`src/rtl/odo_work_loader_pkg.sv`:
```
// Shared definitions for the work loader: command codes, default payload
// sizes and FSM state encodings. Host software is generated from the same
// values, so keep them in step with the host side.
package odo_work_loader_pkg;

  localparam int HDR_BYTES_DEF = 76;
  localparam int TGT_BYTES_DEF = 32;

  localparam logic [7:0] ODO_CMD_LOAD_HDR = 8'h01;
  localparam logic [7:0] ODO_CMD_LOAD_TGT = 8'h02;
  localparam logic [7:0] ODO_CMD_COMMIT   = 8'h03;

  typedef enum logic [2:0] {
    ST_IDLE   = 3'd0,
    ST_HDR    = 3'd1,
    ST_TGT    = 3'd2,
    ST_CHK    = 3'd3,
    ST_COMMIT = 3'd4
  } ld_state_e;

  // Index of the last payload byte, sized for the 7-bit byte counter.
  function automatic logic [6:0] last_idx(input int n);
    return 7'(n - 1);
  endfunction

endpackage

```
`src/rtl/odo_shift_in.sv`:
```
// Byte-wide shift register feeding one shadow register (header or target).
// Bytes shift in from the top so payload byte 0 ends up in bits [7:0].
// The shift happens in a staging register; fin_en copies it into the shadow,
// so a load that is abandoned or rejected never touches the shadow.
// Optional feature: ODO_LOADER_CHECKSUM_EN adds an XOR accumulator and a
// checksum compare on the byte presented with fin_en.
module odo_shift_in #(
  parameter int BYTES = 32
) (
  input  logic               clk,
  input  logic               rst,
  input  logic [7:0]         in_data,
  input  logic               shift_en,
  input  logic               fin_en,
  output logic [BYTES*8-1:0] shadow,
  output logic               sum_bad
);

  localparam int W = BYTES * 8;

  logic [W-1:0] stage_q;
  logic [W-1:0] stage_d;

  // Next staging value: shift one byte in from the top when enabled.
  always_comb begin
    stage_d = shift_en ? {in_data, stage_q[W-1:8]} : stage_q;
  end

`ifdef ODO_LOADER_CHECKSUM_EN
  logic [7:0] xsum_q;

  // fin_en arrives with the checksum byte; compare it to the running XOR.
  assign sum_bad = fin_en && (in_data != xsum_q);

  // Running XOR of payload bytes, restarted after every checksum byte.
  always_ff @(posedge clk or posedge rst) begin
    if (rst) begin
      xsum_q <= '0;
    end else if (fin_en) begin
      xsum_q <= '0;
    end else if (shift_en) begin
      xsum_q <= xsum_q ^ in_data;
    end
  end
`else
  assign sum_bad = 1'b0;
`endif

  // Staging register and shadow; the shadow only takes a completed, accepted load.
  // NOTE: these wide registers get a reset because a reset mid-load must leave
  // the shadows at zero; plain data storage would normally skip the reset.
  always_ff @(posedge clk or posedge rst) begin
    if (rst) begin
      stage_q <= '0;
      shadow  <= '0;
    end else begin
      // NOTE: non-blocking assignments in clocked blocks so every register
      // samples the pre-edge values, independent of statement order.
      stage_q <= stage_d;
      if (fin_en && !sum_bad) begin
        shadow <= stage_d;
      end
    end
  end

endmodule

```
`src/rtl/odo_work_loader.sv`:
```
// Host-side work feeder for the miner. Parses a byte command stream, fills
// header/target shadows, and swaps them into the live outputs on COMMIT so
// the miner never sees a partially written header.
// Optional feature: ODO_LOADER_CHECKSUM_EN appends one XOR checksum byte to
// every LOAD payload; a mismatch sets cmd_err and discards the load.
module odo_work_loader
  import odo_work_loader_pkg::*;
#(
  parameter int HDR_BYTES = HDR_BYTES_DEF,
  parameter int TGT_BYTES = TGT_BYTES_DEF
) (
  input  logic                   clk,
  input  logic                   rst,
  input  logic [7:0]             in_data,
  input  logic                   in_valid,
  output logic                   in_ready,
  output logic [HDR_BYTES*8-1:0] header,
  output logic [TGT_BYTES*8-1:0] target,
  output logic                   work_new,
  output logic                   cmd_err
);

  ld_state_e state_q, state_d;
  logic [6:0] cnt_q, cnt_d;
  logic       live_q;
  logic       accept;
  logic       hdr_shift, tgt_shift, hdr_fin, tgt_fin;
  logic       bad_cmd, do_commit;
  logic       hdr_bad, tgt_bad;
  logic [HDR_BYTES*8-1:0] hdr_shadow;
  logic [TGT_BYTES*8-1:0] tgt_shadow;
`ifdef ODO_LOADER_CHECKSUM_EN
  logic       sel_tgt_q, sel_tgt_d;
`endif

  // live_q holds in_ready low until the first edge after reset releases.
  assign in_ready = live_q && (state_q != ST_COMMIT);
  assign accept   = in_valid && in_ready;
  // The COMMIT state is exactly the cycle in which the new work is live.
  assign work_new = (state_q == ST_COMMIT);

  // Command decode, payload counting and shadow strobes.
  always_comb begin
    // NOTE: every output of this block gets a default first, so no path
    // through the case leaves one unassigned and infers a latch.
    state_d   = state_q;
    cnt_d     = cnt_q;
    hdr_shift = 1'b0;
    tgt_shift = 1'b0;
    hdr_fin   = 1'b0;
    tgt_fin   = 1'b0;
    bad_cmd   = 1'b0;
    do_commit = 1'b0;
`ifdef ODO_LOADER_CHECKSUM_EN
    sel_tgt_d = sel_tgt_q;
`endif
    case (state_q)
      ST_IDLE: begin
        if (accept) begin
          if (in_data == ODO_CMD_LOAD_HDR) begin
            state_d = ST_HDR;
            cnt_d   = '0;
`ifdef ODO_LOADER_CHECKSUM_EN
            sel_tgt_d = 1'b0;
`endif
          end else if (in_data == ODO_CMD_LOAD_TGT) begin
            state_d = ST_TGT;
            cnt_d   = '0;
`ifdef ODO_LOADER_CHECKSUM_EN
            sel_tgt_d = 1'b1;
`endif
          end else if (in_data == ODO_CMD_COMMIT) begin
            // Live registers load on this edge so they are valid in ST_COMMIT.
            state_d   = ST_COMMIT;
            do_commit = 1'b1;
          end else begin
            bad_cmd = 1'b1;
          end
        end
      end
      ST_HDR: begin
        if (accept) begin
          hdr_shift = 1'b1;
          if (cnt_q == last_idx(HDR_BYTES)) begin
            cnt_d = '0;
`ifdef ODO_LOADER_CHECKSUM_EN
            state_d = ST_CHK;
`else
            hdr_fin = 1'b1;
            state_d = ST_IDLE;
`endif
          end else begin
            cnt_d = cnt_q + 7'd1;
          end
        end
      end
      ST_TGT: begin
        if (accept) begin
          tgt_shift = 1'b1;
          if (cnt_q == last_idx(TGT_BYTES)) begin
            cnt_d = '0;
`ifdef ODO_LOADER_CHECKSUM_EN
            state_d = ST_CHK;
`else
            tgt_fin = 1'b1;
            state_d = ST_IDLE;
`endif
          end else begin
            cnt_d = cnt_q + 7'd1;
          end
        end
      end
      ST_CHK: begin
`ifdef ODO_LOADER_CHECKSUM_EN
        if (accept) begin
          hdr_fin = !sel_tgt_q;
          tgt_fin = sel_tgt_q;
          state_d = ST_IDLE;
        end
`else
        state_d = ST_IDLE;
`endif
      end
      ST_COMMIT: state_d = ST_IDLE;
      default:   state_d = ST_IDLE;
    endcase
  end

  // FSM state, byte counter and the out-of-reset flag.
  always_ff @(posedge clk or posedge rst) begin
    if (rst) begin
      state_q <= ST_IDLE;
      cnt_q   <= '0;
      live_q  <= 1'b0;
`ifdef ODO_LOADER_CHECKSUM_EN
      sel_tgt_q <= 1'b0;
`endif
    end else begin
      state_q <= state_d;
      cnt_q   <= cnt_d;
      live_q  <= 1'b1;
`ifdef ODO_LOADER_CHECKSUM_EN
      sel_tgt_q <= sel_tgt_d;
`endif
    end
  end

  // Live work registers: change only on COMMIT, both in the same edge.
  always_ff @(posedge clk or posedge rst) begin
    if (rst) begin
      header <= '0;
      target <= '0;
    end else if (do_commit) begin
      header <= hdr_shadow;
      target <= tgt_shadow;
    end
  end

  // Sticky error flag, cleared by the next successful COMMIT.
  always_ff @(posedge clk or posedge rst) begin
    if (rst) begin
      cmd_err <= 1'b0;
    end else if (do_commit) begin
      cmd_err <= 1'b0;
    end else if (bad_cmd || hdr_bad || tgt_bad) begin
      cmd_err <= 1'b1;
    end
  end

  odo_shift_in #(.BYTES(HDR_BYTES)) u_hdr_shift (
    .clk      (clk),
    .rst      (rst),
    .in_data  (in_data),
    .shift_en (hdr_shift),
    .fin_en   (hdr_fin),
    .shadow   (hdr_shadow),
    .sum_bad  (hdr_bad)
  );

  odo_shift_in #(.BYTES(TGT_BYTES)) u_tgt_shift (
    .clk      (clk),
    .rst      (rst),
    .in_data  (in_data),
    .shift_en (tgt_shift),
    .fin_en   (tgt_fin),
    .shadow   (tgt_shadow),
    .sum_bad  (tgt_bad)
  );

endmodule
```
`config.mk`:
```
export PLATFORM = sky130hd
export DESIGN_NAME = odo_work_loader
export DESIGN_NICKNAME = d
export VERILOG_FILES = /design/src/rtl/odo_work_loader_pkg.sv /design/src/rtl/odo_shift_in.sv /design/src/rtl/odo_work_loader.sv
export SDC_FILE = /design/constraint.sdc
export NUM_CORES = 2
export LEC_CHECK = 0
export ABC_AREA = 1
export CORE_ASPECT_RATIO = 0.7
export CORE_MARGIN = 5
export CORE_UTILIZATION = 57
export DETAILED_ROUTE_END_ITERATION = 6
export PLACE_DENSITY = 0.79
export SYNTH_ARGS = -nofsm -noshare
export SYNTH_HDL_FRONTEND = slang
export SYNTH_SLANG_ARGS = --single-unit
```
`constraint.sdc`:
```
create_clock -name clk -period 96.9 [get_ports clk]
set_input_delay 14.535 -clock clk [delete_from_list [all_inputs] [get_ports clk]]
set_output_delay 14.535 -clock clk [all_outputs]
set_load 0.03 [all_outputs]
```
# Word-level counts from Yosys, hierarchy flattened
# Cells that the tools add are included.
[word_totals] register_bits=2604 output_inout_bits=867 wordCells=74
[op_classes] add_sub_neg=1 eq_ne=16 muxes=40 reduce_logical=7
[op_table] op="two-way mux 608 bit" count=1
[op_table] op="two-way mux 256 bit" count=1
[op_table] op="two-way mux 7 bit" count=7
[op_table] op="two-way mux 3 bit" count=8
[op_table] op="two-way mux 1 bit" count=21
[op_table] op="case mux 7 bit (3 select lines)" count=1
[op_table] op="== test 8 x 2 -> 1 bit (second input constant)" count=2
[op_table] op="!= test 2 bit (second input constant)" count=5
[op_table] op="case mux 3 bit (3 select lines)" count=1
[op_table] op="== test 8 x 1 -> 1 bit (second input constant)" count=1
[op_table] op="adder 7 x 1 -> 7 bit (second input constant)" count=1
[op_table] op="== test 7 x 5 -> 1 bit (second input constant)" count=1
[op_table] op="== test 7 bit (second input constant)" count=1
[op_table] op="!= test 3 bit (second input constant)" count=2
[op_table] op="AND reduction 6 bit" count=1
[op_table] op="AND reduction 5 bit" count=1
[op_table] op="!= test 4 bit (second input constant)" count=1
[op_table] op="== test 3 x 1 -> 1 bit (second input constant)" count=1
[op_table] op="== test 3 x 2 -> 1 bit (second input constant)" count=1
[op_table] op="== test 3 bit (second input constant)" count=1
[op_table] op="logical NOT 3 bit" count=1
[op_table] op="nonzero test 3 bit" count=1
[op_table] op="logical AND 1 bit" count=2
[op_table] op="nonzero test 2 bit" count=1

# Logic depth before layout (Yosys ltp)
[depth] depth_word=8 depth_mapped=11 depth_no_buf=10

# By module
# Synthesis repeated with hierarchy kept, for this count alone.
[unflattened] cells_unflattened=11979 hier_area_um2=105128.3
[by_module_without_submodules] module="odo_shift_in (u_hdr_shift)" n_inst=1 cells_per_inst=5755 area_each_um2=50310.8 seq_area_each_um2=30429.2
[by_module_without_submodules] module="odo_work_loader" n_inst=1 cells_per_inst=3793 area_each_um2=33488.4 seq_area_each_um2=21921.0
[by_module_without_submodules] module="odo_shift_in (u_tgt_shift)" n_inst=1 cells_per_inst=2431 area_each_um2=21329.2 seq_area_each_um2=12812.3

# Worst setup path after synthesis
# OpenSTA, ideal clock, no wires.
[synth_path] kind="input port to flip-flop" from="input port in_data[7]" to="register header[429]" t_arrival_ns=15.663 slack_ns=81.171 path_stages=10 path_cell_list="inv_1 nand3_1 nor2_1 nand2_1 buf_2 nor2_8 buf_2 buf_2 nand2_1 nand2_1"
[synth_via] elab_chain_len=6 elab_cells_between_ends=8
[synth_rtl] element="from (decl)" line_no="odo_work_loader.sv:14" source="input logic [7:0] in_data,"
[synth_rtl] element="== test 8 x 2 -> 1 bit" line_no="odo_work_loader.sv:72" source="end else if (in_data == ODO_CMD_COMMIT) begin"
[synth_rtl] element="two-way mux 1 bit" line_no="odo_work_loader.sv:72"
[synth_rtl] element="two-way mux 1 bit" line_no="odo_work_loader.sv:66" source="end else if (in_data == ODO_CMD_LOAD_TGT) begin"
[synth_rtl] element="two-way mux 1 bit *" line_no="odo_work_loader.sv:60" source="if (in_data == ODO_CMD_LOAD_HDR) begin"
[synth_rtl] element="two-way mux 1 bit *" line_no="odo_work_loader.sv:59" source="if (accept) begin"
[synth_rtl] element="two-way mux 1 bit *" line_no="odo_work_loader.sv:57" source="case (state_q)"
[synth_rtl] element="to (signal assigned)" line_no="odo_work_loader.sv:154" source="header <= hdr_shadow;"
[synth_rtl] element="to (decl)" line_no="odo_work_loader.sv:17" source="output logic [HDR_BYTES*8-1:0] header,"
# Mark *: on every way between the ends. The rest lies on a longest branch, timed or not.
# A chain may end at the register's enable or synchronous reset.

==> metrics.txt <==
via/cell ratio 5.52; largest net degree at the start of global routing between 200 and 300; initial antenna violation count 1; Seq/Total Area, Yosys 66.3%; period utilization a little over a fifth; post-route ant nets 0; Most common cell on crit path buf_4; Distinct cells, synth 26; # DRC 0; minimum clock period ~21 ns; detailed-route via count roughly 73000; first-pass GRT wire length slightly above 400 mm; Synth Register Bits 2588; top post-synthesis cells by count 3553 x nand2_1, 2588 x dfrtp_1, 2212 x o21ai_0; Hold Crit Start u_hdr_shift.shadow[4]; vias in the first global route around 73000; DIE AREA about 180000 um2; ratio of cells with drive above 1 in the final layout slightly above 4%; pre-CTS setup slack around 75 ns; largest cells by area after synthesis dfrtp_1 66%, nand2_1 14%, o21ai_0 11%; post-CTS setup buffers 0; actual slew at the worst max-slew pin ~1.4 ns; Crit Path Category primary input to asynchronous set/reset pin; run status finished, final reports clean; Hold Path End header[4]; final setup TNS 0 ns; post_cts resized 0; Bufs and invs on worst path 9; Top FF cell, synth dfrtp_1; Synth top area share 66.3%; cell count after synthesis 10361; dominant cell type by area after synthesis dfrtp_1; Root Driver clkbuf_16; worst reg2reg setup slack 90.52 ns; critical path depth 9; Reg clk slew, reported paths approximately 0.060 ns; Critical Path RT 97.73 ns; Top Layer Used met4; total gr overflow 0; Fin Clk Skew between 0.05 and 0.06 ns; met1 wire length ~110 mm; I/O pin total about 900; RSZ-0062 raised after global routing false; Seq. cell area between 60000 and 70000 um2; Crit Path Max Fanout between 100 and 150; Async SR Flop Fraction 100%; final worst setup slack roughly 76 ns; r2r endpoint u_hdr_shift.stage_q[396]; Pleak around 60 nW; FILL cells around 13000; Met2 Wirelength between 100 and 150 mm; core area approximately 170000 um2; PortBufs approximately 880; Clock Latency Late Sink about 0.86 ns; Hold Path Cell Cnt 2; Die Y-Extent between 300 and 400 um; CTS H-tree lvls 4; metal3 WL between 15 and 20 mm; CTS hold repair buffers 0; cells along the critical path clkdlybuf4s50_1 > inv_8 > buf_4 > buf_4 > buf_4 > buf_4 > buf_4 > buf_4 > buf_4; Initial Util 57.2%; Peak VDD IR around 0.018 mV; Final Setup Violations 0; Max Root-Sink Buffers 3; drt pass-1 iters 6; Multi-input gate area between 20000 and 30000 um2; syn_area_per_cell ~9.4 um2; Post-Syn Nets 10373; Synth warnings 0; Slowest-stage cell, CP buf_4; crit path launch type primary input; count leader, synth nand2_1; routed len/inst 19.5 um; Sink Count ~2600; number of CTS-inserted buffers approximately 220; min-delay worst type flip-flop to flip-flop; initial DRC count roughly 8000; max cap viols 0; FMAX ~0.049 GHz; GPL Wtd Cong between 0.8 and 0.9; pwr/cell area ~18 nW/um2; CTS tree yes; Max-slew headroom roughly 7.2%; DRT Wirelength 259 mm; GR Util All Layers roughly 29%; WP data arrival roughly 21 ns; Critical Path Sink Type asynchronous set/reset pin; CP peak stage delay between 0.9 and 1 ns; Layout area overhead 17.3%; Top delay family on crit path buffers and inverters; Post-synth EDFFs 0; Final nets 10878; Synth Cell Area between 90000 and 100000 um2; RR Startpoint state_q[1]; post-DP HPWL roughly 170 mm; Slew Limit Fails 0; Reg2Reg Depth 11; Die Width roughly 500 um; Site Rows ~130; Final Hold Fails 0
[through the flow]
| step | hold WS (ns) | util [%] | cells | instance area (um2) | power (mW) |
|---|---|---|---|---|---|
| after floorplan | 0.449 | - | 10361 | 97700 | 1.14 |
| after global placement | 0.456 | 62.7 | 12897 | 107000 | 1.15 |
| after detailed placement | 0.459 | 62.7 | 12897 | 107000 | 1.15 |
| after CTS | 0.453 | 67.1 | 13313 | 115000 | 2.05 |
| after global routing | 0.474 | 67.1 | 13313 | 115000 | 2.11 |
| final | 0.447 | 67.1 | 13314 | 115000 | 2.04 |
[logic make-up (layout without fill, tap and decap cells)]
family                     count (synthesis)  in the layout  share of synthesized area [%]
and+or+nand+nor                         3597           3597                           13.9
xor gates and xnor gates                   2              2                         0.0179
DFF                                     2588           2588                           66.3
adders and majority gates                  1              1                         0.0128
other                                      1              2                        0.00384
buffers and inverters                   1618           2313                           6.73
AOI/OAI and AO/OA                       2554           2554                           13.1
[routing by layer]
metal	vias up	track usage, %
li1	33575	-
met1	36727	40.5
met2	2652	43.7
met3	514	4.98
met4	0	13.0
met5	-	0
[worst max-delay path by stage]
stage	startpoint	to	slack [ns]
6_report	rst	u_tgt_shift.stage_q[17]	76.30
2_1_floorplan	rst	cmd_err	9.21
5_1_grt	rst	target[28]	75.14
3_3_place_gp	rst	target[0]	75.30
4_1_cts	rst	target[11]	76.02
3_5_place_dp	rst	target[4]	75.09
[report_power, final]
part	internal, mW	switching (mW)	leakage (nW)
clock network	0.508	0.405	3.74
registers	1.08	0.00369	31.7
logic	0.00578	0.0337	23.2
[cell type report]
| cell class | count | area share [%] |
|---|---|---|
| timing repair buffer | 948 | 8.28 |
| sequential | 2588 | 56.5 |
| tap | 2257 | 2.46 |
| antenna | 1 | 0.00218 |
| multi-input combinational | 6155 | 23.1 |
| inverter | 949 | 3.11 |
| clock buffer | 320 | 5.69 |
| clock inverter | 96 | 0.909 |
[sequential cells by signal, indices dropped and copies added, names as in the netlist]
name	cells
u_hdr_shift.stage_q	600
cnt_q	7
u_tgt_shift.stage_q	248
header	608
live_q	1
target	256
cmd_err	1
u_hdr_shift.shadow	608
u_tgt_shift.shadow	256
state_q	3
[cells in the final DEF, fill, tap and decap left out, types with 2 or more instances in the layout]
cell type	instances
nand2_1	3551
dfrtp_1	2588
o21ai_0	2212
inv_1	945
clkdlybuf4s50_1	877
o21ai_1	340
clkbuf_16	226
clkinv_2	56
buf_4	56
clkbuf_8	52
clkbuf_1	42
nor2_1	20
buf_12	15
bufinv_16	14
nand3_1	11
clkinvlp_4	9
nand4_1	6
inv_6	5
clkinv_16	4
clkinv_4	4
clkinv_8	3
nand2_4	2
inv_2	2
a21oi_1	2
nor2_4	2
inv_8	2
[worst register-to-register path: stages (launching register included)]
cell	delay (ns)
dfrtp_1	0.45
nor2_1	0.06
nand2_1	0.22
nand3_4	0.39
nor2_4	0.78
buf_12	0.65
buf_4	0.87
buf_12	0.76
buf_12	0.65
buf_4	1.17
nand2_1	0.20
o21ai_1	0.12
Note: power is estimated with default switching activity, not from simulation.
